### config.mk
export PLATFORM = sky130hd
export DESIGN_NAME = sd_spi_init_sequencer_flat
export DESIGN_NICKNAME = d
export VERILOG_FILES = /design/src/rtl/sd_spi_init_sequencer_if.sv /design/src/rtl/sd_spi_init_sequencer.sv /design/src/flat_wrapper.sv
export SDC_FILE = /design/constraint.sdc
export NUM_CORES = 1
export LEC_CHECK = 0
export BUFFER_PORTS_ARGS = -buffer_cell sky130_fd_sc_hd__buf_2
export CORE_MARGIN = 3
export CORE_UTILIZATION = 45
export CTS_CLUSTER_SIZE = 10
export DETAILED_ROUTE_END_ITERATION = 8
export GPL_ROUTABILITY_DRIVEN = 0
export PLACE_DENSITY = 0.6
export SKIP_CTS_REPAIR_TIMING = 1
export SLEW_MARGIN = 20
export SYNTH_ARGS = -nofsm -noshare
export SYNTH_HDL_FRONTEND = slang
export SYNTH_SLANG_ARGS = --single-unit
### constraint.sdc
create_clock -name i_clk -period 6.1 [get_ports i_clk]
set_input_delay 0.61 -clock i_clk [delete_from_list [all_inputs] [get_ports i_clk]]
set_output_delay 0.61 -clock i_clk [all_outputs]
set_load 0.05 [all_outputs]
### src/rtl/sd_spi_init_sequencer_if.sv
// Byte-level SPI engine handshake between the init sequencer and the SPI engine.
//   tx_byte/tx_dv : byte and one-cycle strobe toward the engine
//   tx_ready      : engine idle, may accept a strobe
//   rx_dv/rx_byte : byte clocked back from the card for the last transfer
// master = sequencer side, slave = SPI engine side.
interface sd_spi_init_sequencer_if;
  logic [7:0] tx_byte;
  logic       tx_dv;
  logic       tx_ready;
  logic       rx_dv;
  logic [7:0] rx_byte;

  modport master (output tx_byte, tx_dv, input tx_ready, rx_dv, rx_byte);
  modport slave  (input tx_byte, tx_dv, output tx_ready, rx_dv, rx_byte);
endinterface

### src/rtl/sd_spi_init_sequencer.sv
// SD card SPI-mode power-up sequencer: dummy clocks, CMD0, CMD8, CMD55/ACMD41
// polling, CMD58, then reports done/error and the card capacity class.
// Ports:
//   i_clk, i_reset_n : clock, async active-low reset
//   i_start          : one-cycle start pulse (honoured when not busy)
//   o_busy, o_init_done, o_error, o_err_code[2:0], o_sdhc : status
//   o_sd_cs          : card chip-select, active low
//   spi              : byte engine handshake (master side)
module sd_spi_init_sequencer #(
  parameter int DUMMY_BYTES    = 10,
  parameter int RESP_TIMEOUT   = 8,
  parameter int ACMD41_RETRIES = 1000
) (
  input  logic       i_clk,
  input  logic       i_reset_n,
  input  logic       i_start,
  output logic       o_busy,
  output logic       o_init_done,
  output logic       o_error,
  output logic [2:0] o_err_code,
  output logic       o_sdhc,
  output logic       o_sd_cs,
  sd_spi_init_sequencer_if.master spi
);
  localparam int RW = $clog2(ACMD41_RETRIES + 1);

  typedef enum logic [2:0] {
    S_IDLE, S_DUMMY, S_CMD_TX, S_R1_WAIT, S_TAIL, S_GAP, S_DONE, S_ERROR
  } state_t;
  typedef enum logic [2:0] {C_CMD0, C_CMD8, C_CMD55, C_ACMD41, C_CMD58} cmd_t;

  state_t        state_q, state_d;
  cmd_t          cmd_q, cmd_d;
  logic [15:0]   cnt_q, cnt_d;
  logic          pend_q, pend_d;
  logic [7:0]    r1_q, r1_d;
  logic          ccs_q, ccs_d;       // trailer bit 30
  logic [11:0]   tail12_q, tail12_d; // trailer bits 11:0
  logic [RW-1:0] retry_q, retry_d, retry_inc;
  logic [2:0]    err_q, err_d;
  logic          sdhc_q, sdhc_d;

  logic        sending, fire, rx_done;
  logic [5:0]  c_idx;
  logic [31:0] c_arg;
  logic [7:0]  c_crc, tx_byte;

  always_ff @(posedge i_clk or negedge i_reset_n) begin
    if (!i_reset_n) begin
      state_q  <= S_IDLE;
      cmd_q    <= C_CMD0;
      cnt_q    <= '0;
      pend_q   <= 1'b0;
      r1_q     <= 8'hFF;
      ccs_q    <= 1'b0;
      tail12_q <= '0;
      retry_q  <= '0;
      err_q    <= '0;
      sdhc_q   <= 1'b0;
    end else begin
      state_q  <= state_d;
      cmd_q    <= cmd_d;
      cnt_q    <= cnt_d;
      pend_q   <= pend_d;
      r1_q     <= r1_d;
      ccs_q    <= ccs_d;
      tail12_q <= tail12_d;
      retry_q  <= retry_d;
      err_q    <= err_d;
      sdhc_q   <= sdhc_d;
    end
  end

  // Command table
  always_comb begin
    c_idx = 6'd0; c_arg = 32'h0; c_crc = 8'h95;
    unique case (cmd_q)
      C_CMD8:   begin c_idx = 6'd8;  c_arg = 32'h0000_01AA; c_crc = 8'h87; end
      C_CMD55:  begin c_idx = 6'd55; c_crc = 8'h65; end
      C_ACMD41: begin c_idx = 6'd41; c_arg = 32'h4000_0000; c_crc = 8'h77; end
      C_CMD58:  begin c_idx = 6'd58; c_crc = 8'hFD; end
      default:  ;
    endcase
  end

  // Every state that moves a byte holds at most one transfer in flight:
  // a new strobe waits for the rx_dv of the previous one.
  assign sending = (state_q inside {S_DUMMY, S_CMD_TX, S_R1_WAIT, S_TAIL, S_GAP});
  assign fire    = sending && !pend_q && spi.tx_ready;
  assign rx_done = pend_q && spi.rx_dv;

  // tx byte depends only on state/cnt/cmd, which change on rx_done, so it
  // stays stable for the whole transfer.
  always_comb begin
    tx_byte = 8'hFF;
    if (state_q == S_CMD_TX) begin
      case (cnt_q[2:0])
        3'd0:    tx_byte = {2'b01, c_idx};
        3'd1:    tx_byte = c_arg[31:24];
        3'd2:    tx_byte = c_arg[23:16];
        3'd3:    tx_byte = c_arg[15:8];
        3'd4:    tx_byte = c_arg[7:0];
        3'd5:    tx_byte = c_crc;
        default: tx_byte = 8'hFF;
      endcase
    end
  end

  assign retry_inc = (retry_q == RW'(ACMD41_RETRIES)) ? retry_q : retry_q + RW'(1);

  always_comb begin
    state_d  = state_q;
    cmd_d    = cmd_q;
    cnt_d    = cnt_q;
    pend_d   = pend_q;
    r1_d     = r1_q;
    ccs_d    = ccs_q;
    tail12_d = tail12_q;
    retry_d  = retry_q;
    err_d    = err_q;
    sdhc_d   = sdhc_q;
    if (fire)    pend_d = 1'b1;
    if (rx_done) pend_d = 1'b0;

    unique case (state_q)
      S_IDLE, S_DONE, S_ERROR: if (i_start) begin
        state_d = S_DUMMY;
        cmd_d   = C_CMD0;
        cnt_d   = '0;
        retry_d = '0;
        err_d   = '0;
        sdhc_d  = 1'b0;
      end
      S_DUMMY: if (rx_done) begin
        if (cnt_q == 16'(DUMMY_BYTES - 1)) begin
          state_d = S_CMD_TX; cnt_d = '0;
        end else cnt_d = cnt_q + 16'd1;
      end
      S_CMD_TX: if (rx_done) begin
        if (cnt_q == 16'd5) begin
          state_d = S_R1_WAIT; cnt_d = '0;
        end else cnt_d = cnt_q + 16'd1;
      end
      S_R1_WAIT: if (rx_done) begin
        if (!spi.rx_byte[7]) begin
          r1_d    = spi.rx_byte;
          cnt_d   = '0;
          state_d = (cmd_q == C_CMD8 || cmd_q == C_CMD58) ? S_TAIL : S_GAP;
        end else if (cnt_q == 16'(RESP_TIMEOUT - 1)) begin
          state_d = S_ERROR; err_d = 3'd5;
        end else cnt_d = cnt_q + 16'd1;
      end
      S_TAIL: if (rx_done) begin
        // Only the trailer bits the sequencer acts on are kept.
        case (cnt_q[1:0])
          2'd0:    ccs_d = spi.rx_byte[6];
          2'd2:    tail12_d[11:8] = spi.rx_byte[3:0];
          2'd3:    tail12_d[7:0]  = spi.rx_byte;
          default: ;
        endcase
        if (cnt_q == 16'd3) begin
          state_d = S_GAP; cnt_d = '0;
        end else cnt_d = cnt_q + 16'd1;
      end
      S_GAP: if (rx_done) begin
        state_d = S_CMD_TX;
        unique case (cmd_q)
          C_CMD0:
            if (r1_q == 8'h01) cmd_d = C_CMD8;
            else begin state_d = S_ERROR; err_d = 3'd1; end
          C_CMD8:
            if (r1_q == 8'h01 && tail12_q == 12'h1AA) cmd_d = C_CMD55;
            else begin state_d = S_ERROR; err_d = 3'd2; end
          C_CMD55:
            if (r1_q == 8'h00 || r1_q == 8'h01) cmd_d = C_ACMD41;
            else begin state_d = S_ERROR; err_d = 3'd3; end
          C_ACMD41:
            if (r1_q == 8'h00) cmd_d = C_CMD58;
            else if (r1_q == 8'h01) begin
              retry_d = retry_inc;
              if (retry_inc == RW'(ACMD41_RETRIES)) begin
                state_d = S_ERROR; err_d = 3'd3;
              end else cmd_d = C_CMD55;
            end else begin state_d = S_ERROR; err_d = 3'd3; end
          default:
            if (r1_q == 8'h00) begin state_d = S_DONE; sdhc_d = ccs_q; end
            else begin state_d = S_ERROR; err_d = 3'd4; end
        endcase
      end
      default: ;
    endcase
  end

  assign o_busy      = sending;
  assign o_init_done = (state_q == S_DONE);
  assign o_error     = (state_q == S_ERROR);
  assign o_err_code  = err_q;
  assign o_sdhc      = sdhc_q;
  assign o_sd_cs     = !(state_q inside {S_CMD_TX, S_R1_WAIT, S_TAIL});
  assign spi.tx_dv   = fire;
  assign spi.tx_byte = tx_byte;
endmodule

### src/flat_wrapper.sv
// flat-port wrapper written by rule: the top's interface ports become plain ports
module sd_spi_init_sequencer_flat 
#(
  parameter int DUMMY_BYTES    = 10,
  parameter int RESP_TIMEOUT   = 8,
  parameter int ACMD41_RETRIES = 1000
)
  (i_clk, i_reset_n, i_start, o_busy, o_init_done, o_error, o_err_code, o_sdhc, o_sd_cs, spi_tx_byte, spi_tx_dv, spi_tx_ready, spi_rx_dv, spi_rx_byte);
  sd_spi_init_sequencer_if spi_i ();
  input  logic i_clk;
  input  logic i_reset_n;
  input  logic i_start;
  output logic o_busy;
  output logic o_init_done;
  output logic o_error;
  output logic [2:0] o_err_code;
  output logic o_sdhc;
  output logic o_sd_cs;
  output wire logic [$bits(spi_i.tx_byte)-1:0] spi_tx_byte;
  output wire logic [$bits(spi_i.tx_dv)-1:0] spi_tx_dv;
  input wire logic [$bits(spi_i.tx_ready)-1:0] spi_tx_ready;
  input wire logic [$bits(spi_i.rx_dv)-1:0] spi_rx_dv;
  input wire logic [$bits(spi_i.rx_byte)-1:0] spi_rx_byte;
  assign spi_tx_byte = spi_i.tx_byte;
  assign spi_tx_dv = spi_i.tx_dv;
  assign spi_i.tx_ready = spi_tx_ready;
  assign spi_i.rx_dv = spi_rx_dv;
  assign spi_i.rx_byte = spi_rx_byte;
  sd_spi_init_sequencer #(.DUMMY_BYTES(DUMMY_BYTES), .RESP_TIMEOUT(RESP_TIMEOUT), .ACMD41_RETRIES(ACMD41_RETRIES)) u_core (.i_clk(i_clk), .i_reset_n(i_reset_n), .i_start(i_start), .o_busy(o_busy), .o_init_done(o_init_done), .o_error(o_error), .o_err_code(o_err_code), .o_sdhc(o_sdhc), .o_sd_cs(o_sd_cs), .spi(spi_i));
endmodule
==> summary by stage <==
Status
The flow ran to the end, and the final reports show no timing, DRC or antenna violations.

Timing
The number of slew-limit violations in the final report was 0. Timing would allow up to ~350 MHz. The smallest clock period supported by the final layout is computed as 2830 ps. The number of failing setup endpoints in the final timing report is 0. The worst-case setup margin in the final layout is 3270 ps.

The relative slew slack is 51.1%. Hold is met by 407 ps. For the final routed database, the setup TNS stands at 0 ps. For the pin with the worst max-slew slack, the measured transition is 734 ps. The number of failing hold endpoints at the final stage was 0. Setup repair after global routing left no endpoint under its margin. The clock skew is between 10 and 15 ps.

Dividing the final minimum period by the clock period gives 46.4%.

Power
In this run the static leakage power is 1.69 nW. Power spread over the standard cell area amounts to 422 mW/mm2. Across the VDD grid, the largest voltage drop is around 0.21 mV.

Die
After floorplanning, the core was sized to cover around 0.008 mm2. The floorplan die area is ~0.0094 mm2. The initial core utilization is a little under half. The height of the die is 97.2 um. In this run the core area contains 32 standard-cell rows. In this run the horizontal extent of the chip is 97.2 um. The number of top-level design ports is 30.

Clock tree
No sink is reached through more buffers than the 2 on the longest clock path. Counting the buffers created by CTS gives 9. The total clock sinks is between 50 and 60. The tree is rooted in a sky130_fd_sc_hd__clkbuf_8. The CTS tree is yes.

The depth of the CTS H-tree is 3. The clock-pin slew of the registers on the worst-case setup and hold paths is 80 ps. The source-to-sink clock delay at the later pin of the worst-skew pair is 340 ps.

Yosys
Ranked by total cell area, the synthesized netlist is headed by sky130_fd_sc_hd__dfrtp_1, sky130_fd_sc_hd__mux2_2, sky130_fd_sc_hd__dfstp_2. The number of synthesized register bits is 58. The number of enable flip-flop cells after synthesis is 0. Synthesis produced a netlist whose cell count is 416. The biggest area consumer among synthesized cells is sky130_fd_sc_hd__dfrtp_1. In the synthesized netlist the dominant register cell turns out to be sky130_fd_sc_hd__dfrtp_1. The number of nets in the synthesized netlist is 436. The count of cell types in the netlist is 73. The area of the mapped netlist is approximately 0.0037 mm2. The Yosys step of the flow raised 0 warnings. Of all flip-flops after synthesis, the portion carrying an async set or reset was 100%. The area share of the largest cell type after synthesis is 33.4%. In this run the mean area of a mapped cell was 8.99 um2. The share of the Yosys chip area taken by registers is around two fifths.

Critical path
The worst-path maximum fanout is 23. The largest individual stage delay along the critical path comes from the cell sky130_fd_sc_hd__dfrtp_1. The critical path required time is 5490 ps.

The capturing instance or port of the critical path is spi_tx_byte[6]. In this run the worst setup path begins at u_core.cmd_q[2]. The endpoint of the worst-slack reg-to-reg timing path is u_core.cnt_q[13].

The critical path launch point type is a register. The arrival time of the worst setup path is ~2200 ps. The startpoint of the worst-slack reg-to-reg timing path is u_core.state_q[1]. The worst setup path is captured at a primary output.

The worst setup path is of the register to primary output kind. The worst register-to-register path has a setup slack of around 3400 ps. Walking the worst path, the cells encountered are nor2_1 > nand2_1 > a21oi_1 > or3_1 > buf_2. For the worst flop-to-flop path, the logic depth is 8. The critical path's largest stage delay is 780 ps.

Placed design
The total half-perimeter wirelength after legalization and detailed placement is 6350 um. Input and output buffers added on the ports amount to 29. After detailed placement, the design holds a cell count of 530. Prior to clock tree synthesis, the placed netlist has a worst setup slack of approximately 3500 ps.

Cells and area
For this run, the share of the core covered by cells in the final layout is 52.6%. The number of antenna repair diodes is 0. The non-filler instance count after layout is around 550. The net total in the final layout is around 460. The share of post-route cells with drive strength above 1 is approximately 22%. The layout filler cell count is between 700 and 800.

The layout-stage area growth over the synthesis result is 11.0%.

Min path
The tightest min-delay check is of the input pin to async pin type.

Detailed routing
The final layout contains routed wiring with a total length of 8930 um. The routed wire length per instance is between 15 and 20 um. The initial detailed-routing violation count is 348. The number of nets with antenna violations after routing is 0. For this run, design rule violations remaining after detail routing come to 0.

The number of vias per cell after detailed routing is 5.92. The pre-antenna-repair detailed-routing pass consisted of 5 iterations. The total vias in the final route is 3235.

GRT
The first global-routing pass estimated ~15000 um of wire. The maximum number of pins on one net before global-route repair is between 50 and 60. The via count of the first global-routing pass is 3061. The all-layer global routing usage is 19.3%.

For this run the aggregate overflow at the end of global routing stands at 0. The initial antenna violation count came to 0.

Flow run
Across the run, the number of max-cap violations was 0.
## worst max-delay path, delay by kind of cell (launching register included)
| kind | cells | cell delay [ps] |
|---|---|---|
| and+or+nand+nor | 3 | 790 |
| DFF | 1 | 780 |
| buffers and inverters | 1 | 220 |
| AOI/OAI and AO/OA | 1 | 80 |
## registers in the layout, summed over array words and instances, names as in the netlist
name,count
u_core.ccs_q,1
u_core.tail12_q,12
u_core.cnt_q,16
u_core.cmd_q,3
u_core.o_err_code,3
u_core.retry_q,10
u_core.pend_q,1
u_core.r1_q,8
u_core.o_sdhc,1
u_core.state_q,3
## Yosys cell counts, types with 3 or more instances
| cell | instances |
|---|---|
| sky130_fd_sc_hd__dfrtp_1 | 50 |
| sky130_fd_sc_hd__nand2_1 | 43 |
| sky130_fd_sc_hd__o21ai_0 | 41 |
| sky130_fd_sc_hd__nor2_1 | 39 |
| sky130_fd_sc_hd__a21oi_1 | 20 |
| sky130_fd_sc_hd__mux2_2 | 20 |
| sky130_fd_sc_hd__nand3_1 | 17 |
| sky130_fd_sc_hd__inv_1 | 14 |
| sky130_fd_sc_hd__nor3_1 | 12 |
| sky130_fd_sc_hd__a31oi_1 | 10 |
| sky130_fd_sc_hd__buf_2 | 8 |
| sky130_fd_sc_hd__dfstp_2 | 8 |
| sky130_fd_sc_hd__nand2b_1 | 8 |
| sky130_fd_sc_hd__clkbuf_1 | 7 |
| sky130_fd_sc_hd__ha_1 | 7 |
| sky130_fd_sc_hd__and3_1 | 6 |
| sky130_fd_sc_hd__o21ai_1 | 6 |
| sky130_fd_sc_hd__o31ai_1 | 6 |
| sky130_fd_sc_hd__nor3_2 | 5 |
| sky130_fd_sc_hd__and2_1 | 4 |
| sky130_fd_sc_hd__mux2i_1 | 4 |
| sky130_fd_sc_hd__nor4_1 | 4 |
| sky130_fd_sc_hd__a21o_1 | 3 |
| sky130_fd_sc_hd__a41oi_1 | 3 |
| sky130_fd_sc_hd__and4_1 | 3 |
| sky130_fd_sc_hd__nor2b_1 | 3 |
| sky130_fd_sc_hd__nor4_2 | 3 |
| sky130_fd_sc_hd__xor2_1 | 3 |
## routing by layer
layer  up-vias  track usage (%)  share of wire, %
met5         -                0                 0
met4         0             5.40               1.3
met3        15             3.66               3.7
met2        92             31.0                47
met1      1553             26.5                47
li1       1575                -                 -
## cell families (layout without fill, tap and decap cells)
family | Yosys count | in the layout | share of synthesized area (%)
buf+inv | 35 | 63 | 4.38
fa+ha+maj | 7 | 7 | 2.34
xor+xnor | 4 | 4 | 0.937
mux | 25 | 25 | 7.49
simple gates | 170 | 170 | 25.6
compound gates | 117 | 117 | 20.2
flops | 58 | 58 | 39.1
## layout by cell type (no fill, tap or decap), drive strengths merged, types with 4 or more instances in the layout
cell type  netlist  final
buf             12     31
dfrtp           50     50
and4             4      4
nand3           17     17
o21ai           47     47
nand2           43     43
dfstp            8      8
and2             5      5
nand2b           8      8
nor3            17     17
inv             16     16
mux2i            4      4
a31oi           10     10
o31ai            7      7
nor2            39     39
clkbuf           7     10
mux2            21     21
ha               7      7
a21oi           21     21
nor4             9      9
and3             6      6
## how the worst min path moves through the flow
stage / endpoint / cells after the start / start / slack, ps
2_1_floorplan: u_core.ccs_q / 0 / i_reset_n / 310
3_3_place_gp: u_core.o_sdhc / 2 / u_core.o_sdhc / 470
3_5_place_dp: u_core.r1_q[7] / 1 / u_core.r1_q[7] / 480
4_1_cts: u_core.o_err_code[1] / 2 / i_reset_n / 440
5_1_grt: u_core.o_sdhc / 2 / i_reset_n / 470
6_report: u_core.o_err_code[1] / 2 / i_reset_n / 410
## report_power, final
part	switching (mW)	total, mW	internal, mW
logic	0.498	0.747	0.249
registers	0.118	0.590	0.473
clock network	0.175	0.417	0.242
total	0.790	1.75	0.964
## through the flow
stage	cell area [um2]	power [mW]
floorplan	3740	1.19
global placement	3930	1.33
detailed placement	3930	1.34
CTS	4150	1.75
global route	4150	1.86
finish	4150	1.75
## layout make-up
cell class | count | area (um2) | area share (%)
well taps | 102 | 128 | 3.07
clock inverters | 6 | 90.1 | 2.17
multi-input cells | 323 | 2120 | 50.9
flip-flops and latches | 58 | 1460 | 35.2
repair buffers | 31 | 160 | 3.86
clock buffers | 10 | 138 | 3.31
inverters | 16 | 60.1 | 1.45
(Power assumes the default switching activity.)
